**src/rtl/serial_add_sub_pkg.sv**
```systemverilog
// Shared definitions for the bit-serial adder/subtractor: FSM state codes,
// operation codes and the counter-width helper.
package serial_add_sub_pkg;

  typedef logic [1:0] state_t;

  localparam state_t ST_IDLE = 2'd0;
  localparam state_t ST_RUN  = 2'd1;
  localparam state_t ST_DONE = 2'd2;

  localparam logic OP_ADD = 1'b0;
  localparam logic OP_SUB = 1'b1;

  // Equivalent of $clog2, kept as a plain loop so older tools accept it; at least 1 bit.
  function automatic int cnt_width(input int w);
    int r;
    r = 1;
    for (int i = 1; i < 31; i++) begin
      if ((1 << i) < w) r = i + 1;
    end
    return r;
  endfunction

endpackage

```
**src/rtl/serial_add_sub_full_adder.sv**
```systemverilog
// Single full-adder bit cell; the serial datapath reuses it once per clock.
module serial_add_sub_full_adder (
  input  logic a,
  input  logic b,
  input  logic cin,
  output logic s,
  output logic cout
);

  assign s    = a ^ b ^ cin;
  assign cout = (a & b) | (cin & (a ^ b));

endmodule

```
**src/rtl/serial_add_sub.sv**
```systemverilog
// Bit-serial WIDTH-bit adder/subtractor, LSB first, one bit per clock.
// Define SERIAL_OVF_EN to enable the signed-overflow flag; otherwise ovf is tied to 0.
module serial_add_sub
  import serial_add_sub_pkg::*;
#(
  parameter int WIDTH = 4
) (
  input  logic             clk,
  input  logic             rst,
  input  logic             start,
  input  logic             sub,
  input  logic [WIDTH-1:0] a,
  input  logic [WIDTH-1:0] b,
  output logic             busy,
  output logic             done,
  output logic [WIDTH-1:0] result,
  output logic             cout,
  output logic             ovf
);

  localparam int CNT_W = cnt_width(WIDTH);

  state_t             state_q, state_d;
  logic [WIDTH-1:0]   a_sh_q, a_sh_d;
  logic [WIDTH-1:0]   b_sh_q, b_sh_d;
  logic [WIDTH-1:0]   result_q, result_d;
  logic [CNT_W-1:0]   cnt_q, cnt_d;
  logic               carry_q, carry_d;
  logic               cout_q, cout_d;
  logic               fa_s, fa_c;
  logic               last_bit;

  serial_add_sub_full_adder u_fa (
    .a    (a_sh_q[0]),
    .b    (b_sh_q[0]),
    .cin  (carry_q),
    .s    (fa_s),
    .cout (fa_c)
  );

  assign last_bit = (cnt_q == CNT_W'(WIDTH - 1));

`ifdef SERIAL_OVF_EN
  logic ovf_q, ovf_d;
`endif

  always_comb begin
    state_d  = state_q;
    a_sh_d   = a_sh_q;
    b_sh_d   = b_sh_q;
    result_d = result_q;
    cnt_d    = cnt_q;
    carry_d  = carry_q;
    cout_d   = cout_q;
`ifdef SERIAL_OVF_EN
    ovf_d    = ovf_q;
`endif
    case (state_q)
      ST_IDLE: begin
        if (start) begin
          // Subtraction is a + ~b + 1: invert b and seed the carry with 1.
          a_sh_d  = a;
          b_sh_d  = (sub == OP_SUB) ? ~b : b;
          carry_d = (sub == OP_SUB);
          cnt_d   = '0;
          state_d = ST_RUN;
        end
      end
      ST_RUN: begin
        carry_d  = fa_c;
        result_d = {fa_s, result_q[WIDTH-1:1]};
        a_sh_d   = a_sh_q >> 1;
        b_sh_d   = b_sh_q >> 1;
        cnt_d    = cnt_q + CNT_W'(1);
        if (last_bit) begin
          // Capture flags at the final bit so they are valid alongside done.
          cout_d  = fa_c;
`ifdef SERIAL_OVF_EN
          ovf_d   = carry_q ^ fa_c;
`endif
          state_d = ST_DONE;
        end
      end
      ST_DONE: state_d = ST_IDLE;
      default: state_d = ST_IDLE;
    endcase
  end

  always_ff @(posedge clk) begin
    if (rst) begin
      state_q  <= ST_IDLE;
      a_sh_q   <= '0;
      b_sh_q   <= '0;
      result_q <= '0;
      cnt_q    <= '0;
      carry_q  <= 1'b0;
      cout_q   <= 1'b0;
`ifdef SERIAL_OVF_EN
      ovf_q    <= 1'b0;
`endif
    end else begin
      state_q  <= state_d;
      a_sh_q   <= a_sh_d;
      b_sh_q   <= b_sh_d;
      result_q <= result_d;
      cnt_q    <= cnt_d;
      carry_q  <= carry_d;
      cout_q   <= cout_d;
`ifdef SERIAL_OVF_EN
      ovf_q    <= ovf_d;
`endif
    end
  end

  assign busy   = (state_q != ST_IDLE);
  assign done   = (state_q == ST_DONE);
  assign result = result_q;
  assign cout   = cout_q;
`ifdef SERIAL_OVF_EN
  assign ovf    = ovf_q;
`else
  assign ovf    = 1'b0;
`endif

endmodule

```
**config.mk**
```make
export PLATFORM = sky130hd
export DESIGN_NAME = serial_add_sub
export DESIGN_NICKNAME = d
export VERILOG_FILES = /design/src/rtl/serial_add_sub_pkg.sv /design/src/rtl/serial_add_sub_full_adder.sv /design/src/rtl/serial_add_sub.sv
export SDC_FILE = /design/constraint.sdc
export NUM_CORES = 1
export LEC_CHECK = 0
export CAP_MARGIN = 20
export CORE_AREA = 3 3 49 51
export DETAILED_ROUTE_END_ITERATION = 7
export DIE_AREA = 0 0 52 54
export PLACE_DENSITY = 0.7
export SYNTH_ARGS = -nofsm -noshare
export SYNTH_HDL_FRONTEND = slang
export SYNTH_SLANG_ARGS = --single-unit
```
**constraint.sdc**
```tcl
create_clock -name clk -period 1.2 [get_ports clk]
set_input_delay 0.18 -clock clk [delete_from_list [all_inputs] [get_ports clk]]
set_output_delay 0.18 -clock clk [all_outputs]
set_load 0.1 [all_outputs]
```
==> impl_metrics.ini <==
[worst_setup_path]
max_stage_delay_ps = 340
crit_arrival_ps = 1150
required_ps = 1020
cp_max_fo = 4
ff2ff_path_depth = 4
path_buf_inv = 2
path_class = flip-flop to primary output
r2r_slack_ps = 0
cp_num_cells = 3
cp-end-kind = primary output
cp_cell_sequence = buf_6 > or2_4 > buf_12
slowest_stage = dfxtp_2
crit_family = flip-flops
start_kind = flip-flop

[global_routing]
antenna_found_initial = 0
grt_overflow = 0
grt_pass1_wl_um = 2990
grt_pass1_vias = 698
grt_max_degree = 13
grtUsageTotal_pct = 14.7

[cells_and_area]
final_cell_mix = nor2_1 (14), dfxtp_1 (12), clkdlybuf4s50_1 (11), buf_4 (11), buf_12 (7)
final_cell_area_um2 = 1250
finalNonFillerCells = 140
layout_commonest_cell = nor2_1
num_antenna_cells = 0
post-route-util_pct = 62.9
fin_nets = 128
syn2layout_area_growth_pct = 49.5
layout-drive-gt1-share_pct = 34.5

[timing]
fin_crit_ps = 1330
rsz0062_at_grt = true
finalSetupViolCount = 4
period_share_pct = 111
final_max_slew_viol_count = 0
layout_setup_ws_ps = -127
fin_skew_ps = 10.8
tns_ps = -162
fin_hold_ws_ps = 499
finalHoldViolCount = 0
fmax_mhz = 754

[routing]
drtIter0Drc = 3
vias = 693
wl_um = 1800
dr.pass1.iters = 5
routed_via_density = 4.95
ant_nets = 0
wire_per_inst_um = 12.9
drc_errors = 0

[clock_network]
clock-sinks = 18
ctsRootBufferMaster = clkbuf_4
clockBufferDepth = 2
numCtsBuffers = 3
cts_max_level = 1
clkTransAtPathRegs_ps = 110
cts_hold_buf = 0
clk_latency_ps = 300
tritoncts = built

[job]
maxCapViolations = 0

[status]
violations = setup timing
status = complete, but fails checks

[yosys]
syn_inst = 86
yosysSeqAreaShare_pct = 43.2
netlist.area_leader.share_pct = 43.2
synth_nets = 100
synth_cell_types = 26
synth_area_leaders = dfxtp_1 (43%), mux2i_1 (7.2%), nor2_1 (6.3%)
synth_top_family_by_area = simple AND/OR/NAND/NOR gates
yosys_warnings = 0
syn_area_per_cell_um2 = 9.70
synth.largest_area_cell = dfxtp_1
synth-seq-cells = 18
yosys.area_share.simple_pct = 21.3
synth_compound_area_share_pct = 14.4
synth_area_um2 = 835
synth_fa_ha_area_share_pct = 3.90
synthMuxAreaShare_pct = 7.20
synth_xor_area_share_pct = 4.20

[placed_design]
placed_cell_area_um2 = 1150
pre_cts_ws_ps = -280
port_buffers = 18
dp_cells = 133
gp_congestion = 0.712
hpwl_um = 1310

[worst_hold_path]
hp-class = flip-flop to flip-flop
whs_path_depth = 2

[power]
ir_worst_vdd_v = 0.000692
p_leak_nw = 0.502
powerDensity_nw_per_um2 = 1090
power_mw = 1.36

[floorplan]
die_w_um = 52
core_area_um2 = 1980
initial_utilization_pct = 42.1
die_area_um2 = 2810
ios = 20
die_h_um = 54
rows = 16
==> power breakdown <==
group	leakage, nW	switching [mW]	internal, mW
sequential	0.150	0.0256	0.631
clock	0.0210	0.190	0.185
combinational	0.331	0.167	0.156
total	0.502	0.383	0.972
==> per-layer routing <==
layer  track usage, %  part of all wire, %  up-vias  wire length [µm]
met5                0                    0        -                 0
met4             10.5                  1.5        0                27
met3             2.49                  3.4        4                62
met2             27.2                   55       16               987
met1             14.9                   40      322               723
li1                 -                    -      351                 -
==> timing repair <==
action	4_1_cts	5_1_grt
setup buffers	3	0
endpoints found under the hold margin	0	0
gates resized for setup	7	5
setup endpoints to repair	3	14
==> final cells by class <==
cell class	count	area, µm²
fill	165	734
multi-input combinational	61	463
sequential	18	370
timing repair buffer	30	344
clock buffer	4	36.3
tap	27	33.8
==> path summary, 6_finish.rpt <==
path / start / to
setup / recovery: state_q[0] / busy
hold / removal: a_sh_q[1] / a_sh_q[1]
setup reg to reg: state_q[0] / carry_q
hold reg to reg: a_sh_q[1] / a_sh_q[1]
==> synthesized netlist by cell type <==
cell / number
nor2b_1: 2
mux2i_1: 6
a22oi_1: 6
buf_2: 2
xnor2_1: 3
ha_1: 1
o21ba_2: 1
dfxtp_1: 18
a21oi_1: 4
o22ai_1: 3
nor3b_2: 1
buf_1: 1
or2_2: 1
nor2_1: 14
nor3_1: 4
buf_6: 1
nand2b_1: 5
conb_1: 1
fa_1: 1
a211oi_1: 1
or3b_1: 4
clkbuf_2: 1
buf_4: 2
o21bai_4: 1
xor2_1: 1
nand3b_1: 1
==> state kept, by name, summed over array words and instances (netlist names) <==
name	flops
a_sh_q	4
b_sh_q	4
carry_q	1
cnt_q	2
cout	1
result	4
state_q	2
==> logic make-up (layout without fill, tap and decap cells) <==
| group | after synthesis | count (layout) |
|---|---|---|
| buffers and inverters | 7 | 34 |
| flip-flops | 18 | 18 |
| AO/OA/AOI/OAI | 16 | 16 |
| adder cells (fa/ha/maj) | 2 | 2 |
| AND/OR/NAND/NOR | 32 | 32 |
| multiplexers | 6 | 6 |
| XOR/XNOR | 4 | 4 |
| other | 1 | 1 |
==> worst min-delay path: cells and delay by family (launching register included) <==
family	cells	cell delay (ps)
DFF	1	330
and+or+nand+nor	2	140
Power figures use the tool's default switching activity.
